**config.mk**
```make
export PLATFORM = sky130hd
export DESIGN_NAME = apb_arb_master
export DESIGN_NICKNAME = d
export VERILOG_FILES = /design/src/rtl/apb_pkg.sv /design/src/rtl/rr_arbiter.sv /design/src/rtl/apb_arb_master.sv
export SDC_FILE = /design/constraint.sdc
export NUM_CORES = 1
export LEC_CHECK = 0
export CORE_ASPECT_RATIO = 1.2
export CORE_UTILIZATION = 43
export DETAILED_ROUTE_END_ITERATION = 12
export PLACE_DENSITY = 0.92
export SYNTH_ARGS = -nofsm -noshare
export SYNTH_HDL_FRONTEND = slang
export SYNTH_HIERARCHICAL = 1
export SYNTH_SLANG_ARGS = --single-unit
```
**constraint.sdc**
```tcl
create_clock -name PCLK -period 6.55 [get_ports PCLK]
set_input_delay 1.31 -clock PCLK [delete_from_list [all_inputs] [get_ports PCLK]]
set_output_delay 1.31 -clock PCLK [all_outputs]
set_load 0.02 [all_outputs]
```
**src/rtl/apb_pkg.sv**
```systemverilog
// Shared types and constants for the APB arbitrating master.
//   apb_mst_state_t : master sequencing states (IDLE, SETUP, ACCESS, RESP)
//   APB_OKAY/APB_ERR: values carried on the response error flag
package apb_pkg;

  typedef enum logic [1:0] {
    IDLE   = 2'd0,
    SETUP  = 2'd1,
    ACCESS = 2'd2,
    RESP   = 2'd3
  } apb_mst_state_t;

  localparam logic APB_OKAY = 1'b0;
  localparam logic APB_ERR  = 1'b1;

endpackage

```
**src/rtl/rr_arbiter.sv**
```systemverilog
// Combinational round-robin picker.
// Scans req starting one past 'last' and wrapping; reports the first set bit.
// Ports:
//   req    in  N   request vector
//   last   in  IW  index of the previous winner (scan starts at last+1)
//   valid  out 1   any request present
//   winner out IW  selected index (equals 'last' when no request)
// The pointer register lives in the parent.
module rr_arbiter #(
  parameter int unsigned N = 2,
  localparam int unsigned IW = (N > 1) ? $clog2(N) : 1
) (
  input  logic [N-1:0]  req,
  input  logic [IW-1:0] last,
  output logic          valid,
  output logic [IW-1:0] winner
);

  always_comb begin
    int unsigned idx;
    logic [IW-1:0] cand;
    idx    = 0;
    cand   = '0;
    valid  = 1'b0;
    winner = last;
    // Offsets 1..N visit every requester once, 'last' itself coming last.
    for (int unsigned off = 1; off <= N; off++) begin
      idx  = (32'(last) + off) % N;
      cand = IW'(idx);
      if (!valid && req[cand]) begin
        valid  = 1'b1;
        winner = cand;
      end
    end
  end

endmodule

```
**src/rtl/apb_arb_master.sv**
```systemverilog
// APB master shared by NUM_REQ local requesters.
// Round-robin arbitration in IDLE, then SETUP/ACCESS sequencing toward one
// APB slave, then a one-cycle RESP pulse back to the winner. A PREADY
// timeout (TIMEOUT ACCESS cycles, 0 = off) aborts a hung transfer with error.
// Ports:
//   PCLK, PRESET             clock (rising) / async active-high reset
//   req_valid/write          per-requester request and direction (1=write)
//   req_addr/wdata           flattened payloads, slice i at [i*W +: W]
//   rsp_valid                one-hot completion pulse
//   rsp_rdata, rsp_err       response data / error, held until next completion
//   grant                    current or last granted requester
//   busy                     high in SETUP, ACCESS and RESP
//   PSEL..PWDATA             APB request outputs (all registered)
//   PRDATA, PREADY, PSLVERR  APB response inputs
module apb_arb_master
  import apb_pkg::*;
#(
  parameter int unsigned NUM_REQ    = 2,
  parameter int unsigned ADDR_WIDTH = 32,
  parameter int unsigned DATA_WIDTH = 32,
  parameter int unsigned TIMEOUT    = 16
) (
  input  logic                           PCLK,
  input  logic                           PRESET,
  input  logic [NUM_REQ-1:0]             req_valid,
  input  logic [NUM_REQ-1:0]             req_write,
  input  logic [NUM_REQ*ADDR_WIDTH-1:0]  req_addr,
  input  logic [NUM_REQ*DATA_WIDTH-1:0]  req_wdata,
  output logic [NUM_REQ-1:0]             rsp_valid,
  output logic [DATA_WIDTH-1:0]          rsp_rdata,
  output logic                           rsp_err,
  output logic [$clog2(NUM_REQ)-1:0]     grant,
  output logic                           busy,
  output logic                           PSEL,
  output logic                           PENABLE,
  output logic                           PWRITE,
  output logic [ADDR_WIDTH-1:0]          PADDR,
  output logic [DATA_WIDTH-1:0]          PWDATA,
  input  logic [DATA_WIDTH-1:0]          PRDATA,
  input  logic                           PREADY,
  input  logic                           PSLVERR
);

  localparam int unsigned GW = $clog2(NUM_REQ);
  localparam int unsigned CW = (TIMEOUT > 1) ? $clog2(TIMEOUT) : 1;

  apb_mst_state_t        state_q, state_d;
  logic [CW-1:0]         cnt_q, cnt_d;
  logic [GW-1:0]         last_q, last_d;
  logic [GW-1:0]         grant_q, grant_d;
  logic                  psel_q, psel_d;
  logic                  penable_q, penable_d;
  logic                  pwrite_q, pwrite_d;
  logic [ADDR_WIDTH-1:0] paddr_q, paddr_d;
  logic [DATA_WIDTH-1:0] pwdata_q, pwdata_d;
  logic [NUM_REQ-1:0]    rsp_valid_q, rsp_valid_d;
  logic [DATA_WIDTH-1:0] rsp_rdata_q, rsp_rdata_d;
  logic                  rsp_err_q, rsp_err_d;
  logic                  busy_q, busy_d;

  logic                  arb_valid;
  logic [GW-1:0]         arb_winner;
  logic                  sel_write;
  logic [ADDR_WIDTH-1:0] sel_addr;
  logic [DATA_WIDTH-1:0] sel_wdata;
  logic                  timeout_hit;
  logic                  done;

  rr_arbiter #(.N(NUM_REQ)) u_arb (
    .req    (req_valid),
    .last   (last_q),
    .valid  (arb_valid),
    .winner (arb_winner)
  );

  // Payload mux for the arbitration winner.
  always_comb begin
    sel_write = 1'b0;
    sel_addr  = '0;
    sel_wdata = '0;
    for (int unsigned i = 0; i < NUM_REQ; i++) begin
      if (arb_winner == GW'(i)) begin
        sel_write = req_write[i];
        sel_addr  = req_addr[i*ADDR_WIDTH +: ADDR_WIDTH];
        sel_wdata = req_wdata[i*DATA_WIDTH +: DATA_WIDTH];
      end
    end
  end

  assign timeout_hit = (TIMEOUT != 0) && (cnt_q == CW'(TIMEOUT - 1));

  always_comb begin
    state_d     = state_q;
    cnt_d       = cnt_q;
    last_d      = last_q;
    grant_d     = grant_q;
    psel_d      = psel_q;
    penable_d   = penable_q;
    pwrite_d    = pwrite_q;
    paddr_d     = paddr_q;
    pwdata_d    = pwdata_q;
    rsp_valid_d = '0;
    rsp_rdata_d = rsp_rdata_q;
    rsp_err_d   = rsp_err_q;
    done        = 1'b0;

    case (state_q)
      IDLE: begin
        psel_d    = 1'b0;
        penable_d = 1'b0;
        cnt_d     = '0;
        if (arb_valid) begin
          grant_d  = arb_winner;
          last_d   = arb_winner;
          pwrite_d = sel_write;
          paddr_d  = sel_addr;
          pwdata_d = sel_wdata;
          psel_d   = 1'b1;
          state_d  = SETUP;
        end
      end
      SETUP: begin
        penable_d = 1'b1;
        state_d   = ACCESS;
      end
      ACCESS: begin
        // PREADY is tested first so a ready in the timeout cycle completes normally.
        if (PREADY) begin
          rsp_rdata_d = pwrite_q ? '0 : PRDATA;
          rsp_err_d   = PSLVERR;
          done        = 1'b1;
        end else if (timeout_hit) begin
          rsp_rdata_d = '0;
          rsp_err_d   = APB_ERR;
          done        = 1'b1;
        end else begin
          cnt_d = cnt_q + 1'b1;
        end
        if (done) begin
          psel_d    = 1'b0;
          penable_d = 1'b0;
          cnt_d     = '0;
          state_d   = RESP;
          for (int unsigned i = 0; i < NUM_REQ; i++) begin
            rsp_valid_d[i] = (grant_q == GW'(i));
          end
        end
      end
      RESP: begin
        state_d = IDLE;
      end
      default: begin
        state_d   = IDLE;
        psel_d    = 1'b0;
        penable_d = 1'b0;
        cnt_d     = '0;
      end
    endcase

    busy_d = (state_d != IDLE);
  end

  always_ff @(posedge PCLK or posedge PRESET) begin
    if (PRESET) begin
      state_q     <= IDLE;
      cnt_q       <= '0;
      last_q      <= GW'(NUM_REQ - 1);
      grant_q     <= '0;
      psel_q      <= 1'b0;
      penable_q   <= 1'b0;
      pwrite_q    <= 1'b0;
      paddr_q     <= '0;
      pwdata_q    <= '0;
      rsp_valid_q <= '0;
      rsp_rdata_q <= '0;
      rsp_err_q   <= APB_OKAY;
      busy_q      <= 1'b0;
    end else begin
      state_q     <= state_d;
      cnt_q       <= cnt_d;
      last_q      <= last_d;
      grant_q     <= grant_d;
      psel_q      <= psel_d;
      penable_q   <= penable_d;
      pwrite_q    <= pwrite_d;
      paddr_q     <= paddr_d;
      pwdata_q    <= pwdata_d;
      rsp_valid_q <= rsp_valid_d;
      rsp_rdata_q <= rsp_rdata_d;
      rsp_err_q   <= rsp_err_d;
      busy_q      <= busy_d;
    end
  end

  assign rsp_valid = rsp_valid_q;
  assign rsp_rdata = rsp_rdata_q;
  assign rsp_err   = rsp_err_q;
  assign grant     = grant_q;
  assign busy      = busy_q;
  assign PSEL      = psel_q;
  assign PENABLE   = penable_q;
  assign PWRITE    = pwrite_q;
  assign PADDR     = paddr_q;
  assign PWDATA    = pwdata_q;

endmodule

```
# Word level (Yosys, flattened, before mapping)

Index checks and enable logic that the tools add are counted.

Add/sub/neg operators: 3
Multipliers: 0
Div/mod/pow operators: 0
Magnitude comparators: 2
Equality and inequality tests: 7
Shift-type cells: 0
Muxes and demuxes: 32
Bitwise gates (word level): 1
Reductions and logical operators: 12

Operators by type and width:

| kind                                                       | count |
|---|---|
| two-way mux 32 bit                                         | 5 |
| two-way mux 1 bit                                          | 16 |
| two-way mux 4 bit                                          | 3 |
| two-way mux 2 bit                                          | 4 |
| one-hot mux 2 bit (4 select lines)                         | 1 |
| one-hot mux 4 bit (2 select lines)                         | 1 |
| AND reduction 2 bit                                        | 4 |
| != test 3 bit, second input constant                       | 2 |
| nonzero test 2 bit                                         | 3 |
| adder 4 x 1 -> 4 bit, second input constant                | 1 |
| == test 2 bit, second input constant                       | 2 |
| == test 4 bit, second input constant                       | 1 |
| less-than comparator 1 x 2 -> 1 bit, second input constant | 2 |
| one-hot mux 1 bit (3 select lines)                         | 1 |
| AND reduction 3 bit                                        | 1 |
| nonzero test 3 bit                                         | 1 |
| adder 1 bit, second input constant                         | 2 |
| == test 2 x 1 -> 1 bit, second input constant              | 1 |
| logical NOT 2 bit                                          | 1 |
| != test 2 bit, second input constant                       | 1 |
| one-hot mux 1 bit (2 select lines)                         | 1 |
| logical AND 1 bit                                          | 1 |
| logical NOT 1 bit                                          | 1 |
| NOT 1 bit                                                  | 1 |

Flip-flop bits (word level): 111
Latch bits: 0
RAM bits: 0
Memory bits (read-only): 0
Input bits: 168
Output and inout bits: 104
Word-level logic and storage cells: 70
Memories kept: 0

# Depth between registers and ports, before layout

Depth in word-level cells: 10
Mapped depth: 7
Gate-level depth less buffers: 5

# Modules after synthesis

Netlist, hierarchy kept.

By module, submodules not included:

| module         | instances | cells an instance | area an instance (um^2) | sequential area each (um^2) |
|---|---|---|---|---|
| apb_arb_master | 1         | 485               | 5,223.8                 | 2,778.9 |
| rr_arbiter     | 1         | 3                 | 20.0                    | 0.0 |

# Worst setup path after synthesis

No wires, ideal clock.

Path kind: input to register
Start: in req_valid[0]
End: reg pwdata_q[10] (netlist: PWDATA[10])
Library setup time: 0.133 ns
Data arrival time: 2.189 ns
Data required time: 6.417 ns
Path slack: 4.228 ns
Stages on the path: 5
Buffers on the path: 2
Cell sequence: or2_1 nand2_1 buf_2 clkbuf_1 o21ai_0

Word-level cells in the longest chain between the ends: 7
Elaborated cells on any way between the ends: 12
Those cells by class: mux: 9; reduce/logical: 3

Ends and longest elaborated chain:

| what                                                      | line                  | text |
|---|---|---|
| from (decl)                                               | apb_arb_master.sv:25  | `input logic [NUM_REQ-1:0] req_valid,` |
| two-way mux 1 bit (not written as such) (2 in series)     | rr_arbiter.sv:30      | `if (!valid && req[cand]) begin` |
| two-way mux 1 bit                                         | rr_arbiter.sv:30      |  |
| logical NOT 1 bit                                         | rr_arbiter.sv:30      |  |
| logical AND 1 bit                                         | rr_arbiter.sv:30      |  |
| two-way mux 1 bit                                         | rr_arbiter.sv:30      |  |
| two-way mux 32 bit or AND reduction 2 bit (tied branches) | --                    |  |
| to (signal assigned)                                      | apb_arb_master.sv:187 | `pwdata_q <= pwdata_d;` |
| to (decl)                                                 | apb_arb_master.sv:55  | `logic [DATA_WIDTH-1:0] pwdata_q, pwdata_d;` |

Parallel ways exist; a longest one is shown, timed or not. The select of a mux whose other input is x is not followed.
A chain may end at the register's enable or synchronous reset.

# Worst setup path after layout

Start: reg pwrite_q (netlist: PWRITE)
End: out PWRITE

RTL lines:

| what                   | line                  | text |
|---|---|---|
| from (decl)            | apb_arb_master.sv:53  | `logic pwrite_q, pwrite_d;` |
| from (signal assigned) | apb_arb_master.sv:185 | `pwrite_q <= pwrite_d;` |
| to (decl)              | apb_arb_master.sv:36  | `output logic PWRITE,` |

No word-level cell between the ends.

==> results.json <==
{
  "wl_um": 14670,
  "avgSynthCellArea_sq_um": 10.75,
  "max_slew_margin_pct": 24.06,
  "nets": 911,
  "synthTopCellsByCount": "dfrtp_1 (110), nand2_1 (73), o21ai_0 (73)",
  "drt_first_pass_iters": 4,
  "cap_violations": 0,
  "yosys-mux-area-fraction_pct": 12.88,
  "synthAdderAreaFrac_pct": 1.193,
  "grt_overflow": 0,
  "cts_tree": "done",
  "crit_chain": "clkdlybuf4s50_1",
  "min_from": "PADDR[26]$_DFFE_PP0P_",
  "drive_above_1_share_pct": 8.075,
  "core.rowCount": 43,
  "tightestPinTransition_ps": 1137,
  "layout.cells.non_filler": 900,
  "ctsHoldBuffers": 0,
  "multi_input_area_sq_um": 2117,
  "synth-xor-area-share_pct": 0,
  "ys_seq_area_share_pct": 52.99,
  "reg2reg_from": "state_q[0]$_DFF_PP0_",
  "post-route-drc-count": 0,
  "cp-end-kind": "primary output",
  "routed_via_density": 5.059,
  "critPathLaunchType": "flip-flop",
  "cell_internal_pwr_mw": 2.156,
  "finalClockSkew_ps": 6.811,
  "switching_power_mw": 1.434,
  "fmax_mhz": 305.1,
  "antenna_found_initial": 0,
  "antenna_cells": 0,
  "p_comb_share_pct": 52.0,
  "grt_max_degree": 133,
  "grtUsageTotal_pct": 23.05,
  "synthSimpleGateAreaFrac_pct": 12.38,
  "cts_made_buffers": 9,
  "htreeDepth": 3,
  "required_ps": 5240,
  "finalHoldViolations": 0,
  "post-route-period-util_pct": 50.05,
  "die_area_sq_um": 12640,
  "fill_cells": 821,
  "dp_cells": 884,
  "status": "finished clean",
  "die_w_um": 102.8,
  "async_flop_share_pct": 100.0,
  "crit_type": "reg -> out",
  "worst_skew_pair.late_latency_ps": 340,
  "area_delta_synth_final_pct": 58.01,
  "seqCellArea_sq_um": 2779,
  "ant_nets": 0,
  "post_synth_main_area_contributors": "dfrtp_1 (52%), mux2i_1 (13%), o21ai_0 (7.0%)",
  "root_buffer": "clkbuf_16",
  "clk_pin_slew_worst_paths_ps": 70,
  "cts_repair_resize_count": 0,
  "cp.arrival_ps": 1970,
  "wl_per_cell_um": 16.30,
  "critPathBufInv": 1,
  "rsz0062_at_grt": "no",
  "synth_compound_area_share_pct": 13.53,
  "ir_drop_v": 0.0002378,
  "synth_most_common_cell": "dfrtp_1",
  "period_needed_ps": 3278,
  "hold_class": "reg -> reg",
  "synth_edf_count": 0,
  "post_cts_buffers": 0,
  "powerDensity_nw_per_um2": 433.3,
  "p_leak_nw": 3.605,
  "startpoint": "PWRITE$_DFFE_PP0P_",
  "grt_pass1_vias": 4692,
  "dr.first_iter.drc_count": 143,
  "worstPathMaxFanout": 34,
  "ys.flop_type": "dfrtp_1",
  "slew_viol_final": 0,
  "cts.sinks": 111,
  "dr_total_vias": 4553,
  "syn_nets": 661,
  "crit_path_top_delay_cell": "dfrtp_1",
  "crit_family": "flip-flops",
  "die_h_um": 123.0,
  "syn_inst": 488,
  "utilization_pct": 70.64,
  "tns_ps": 0,
  "setup_viol_count_final": 0,
  "port-buffer-count": 271,
  "p_clk_share_pct": 14.8,
  "grt_pass1_wl_um": 22430,
  "gp_congestion": 0.7779,
  "synth_cell_types": 29,
  "synth_top_family_by_area": "compound AO/OA/AOI/OAI gates",
  "whs_ps": 479.1,
  "swShare_pct": 39.94,
  "synth_top_area_cell": "dfrtp_1",
  "ios": 272,
  "core_sq_um": 11730,
  "hpwlAfterDp_um": 11030,
  "netlist_area_sq_um": 5244,
  "ys_ff_latch": 111,
  "max_stage_delay_ps": 870,
  "pwr-share-seq_pct": 33.2,
  "synth_top_area_share_pct": 52.49,
  "synth_warnings": 6,
  "clk_path_buf_depth": 2,
  "initial_core_util_pct": 44.71
}
[flip-flops by register name (all words and copies together) (netlist names)]
signal	count
busy	1
PADDR	32
PWDATA	32
PENABLE	1
PSEL	1
state_q	2
rsp_rdata	32
rsp_valid	2
cnt_q	4
grant	1
PWRITE	1
rsp_err	1
last_q	1
[layer usage]
| layer | up-vias | track usage, % | routed length, um |
|---|---|---|---|
| li1 | 2165 | - | - |
| met1 | 2156 | 24.13 | 5280 |
| met5 | - | 0 | 0 |
| met3 | 20 | 7.971 | 1378 |
| met2 | 212 | 43.08 | 7784 |
| met4 | 0 | 6.426 | 226 |
[placed cells by master (no fill, tap or decap), drive strengths merged]
master	instances
buf	5
o21ai	102
ha	5
nor2b	1
o22ai	1
clkbuf	11
nand2b	2
clkdlybuf4s50	271
inv	40
dfrtp	110
nor3b	2
nor2	3
a311oi	1
dfstp	1
a21oi	1
mux2	1
o31ai	1
mux2i	66
clkinv	2
or2	2
nand4b	33
a32o	1
or4b	1
and2	1
nand2	73
nand3	1
a31oi	2
clkinvlp	2
o22a	1
[stage by stage]
stage | power, mW | cell area (sq um) | worst slack (ps)
after floorplan | 2.223 | 5244 | 2311
after global placement | 2.997 | 7991 | 3109
after detailed placement | 3.075 | 7991 | 2978
after CTS | 3.620 | 8285 | 3269
after global routing | 3.814 | 8285 | 3139
final | 3.590 | 8285 | 3272
[path summary, 6_finish.rpt]
kind                                          endpoint  slack, ps  depth (start not counted)
worst max-delay path                            PWRITE       3270                          1
worst min-delay path             PADDR[26]$_DFFE_PP0P_        480                          2
worst max register to register  PWDATA[13]$_DFFE_PP0P_       4390                          4
worst min register to register   PADDR[26]$_DFFE_PP0P_        480                          2
max in group asynchronous       PWDATA[14]$_DFFE_PP0P_       3940                          3
min in group asynchronous               busy$_DFF_PP0_       1410                          2
[logic make-up after synthesis]
logic type | after synthesis
and+or+nand+nor | 119
DFF | 111
AOI/OAI and AO/OA | 110
buffers and inverters | 76
muxes | 67
adders and majority gates | 5
[final cells by class]
| cell class | instances | area share [%] |
|---|---|---|
| clock buffers | 11 | 3.050 |
| clock inverters | 5 | 0.4983 |
| inverters | 39 | 1.797 |
| multi-input cells | 301 | 25.55 |
| flip-flops and latches | 111 | 33.54 |
| well taps | 157 | 2.371 |
| repair buffers | 276 | 33.19 |
[worst min-delay path: cells and delay by family (launching register included)]
family,cells,cell delay [ps]
AOI/OAI and AO/OA,1,60
DFF,1,340
and+or+nand+nor,1,40
[power groups by stage]
| stage | Combinational (mW) | Sequential [mW] | Clock, mW |
|---|---|---|---|
| 4_1_cts | 1.88 | 1.19 | 0.545 |
| 6_report | 1.87 | 1.19 | 0.531 |
| 2_1_floorplan | 0.708 | 1.52 | 0 |
| 3_3_place_gp | 1.82 | 1.18 | 0 |
| 3_5_place_dp | 1.88 | 1.20 | 0 |
| 5_1_grt | 2.01 | 1.23 | 0.573 |
Note: power is estimated with default switching activity, not from simulation.
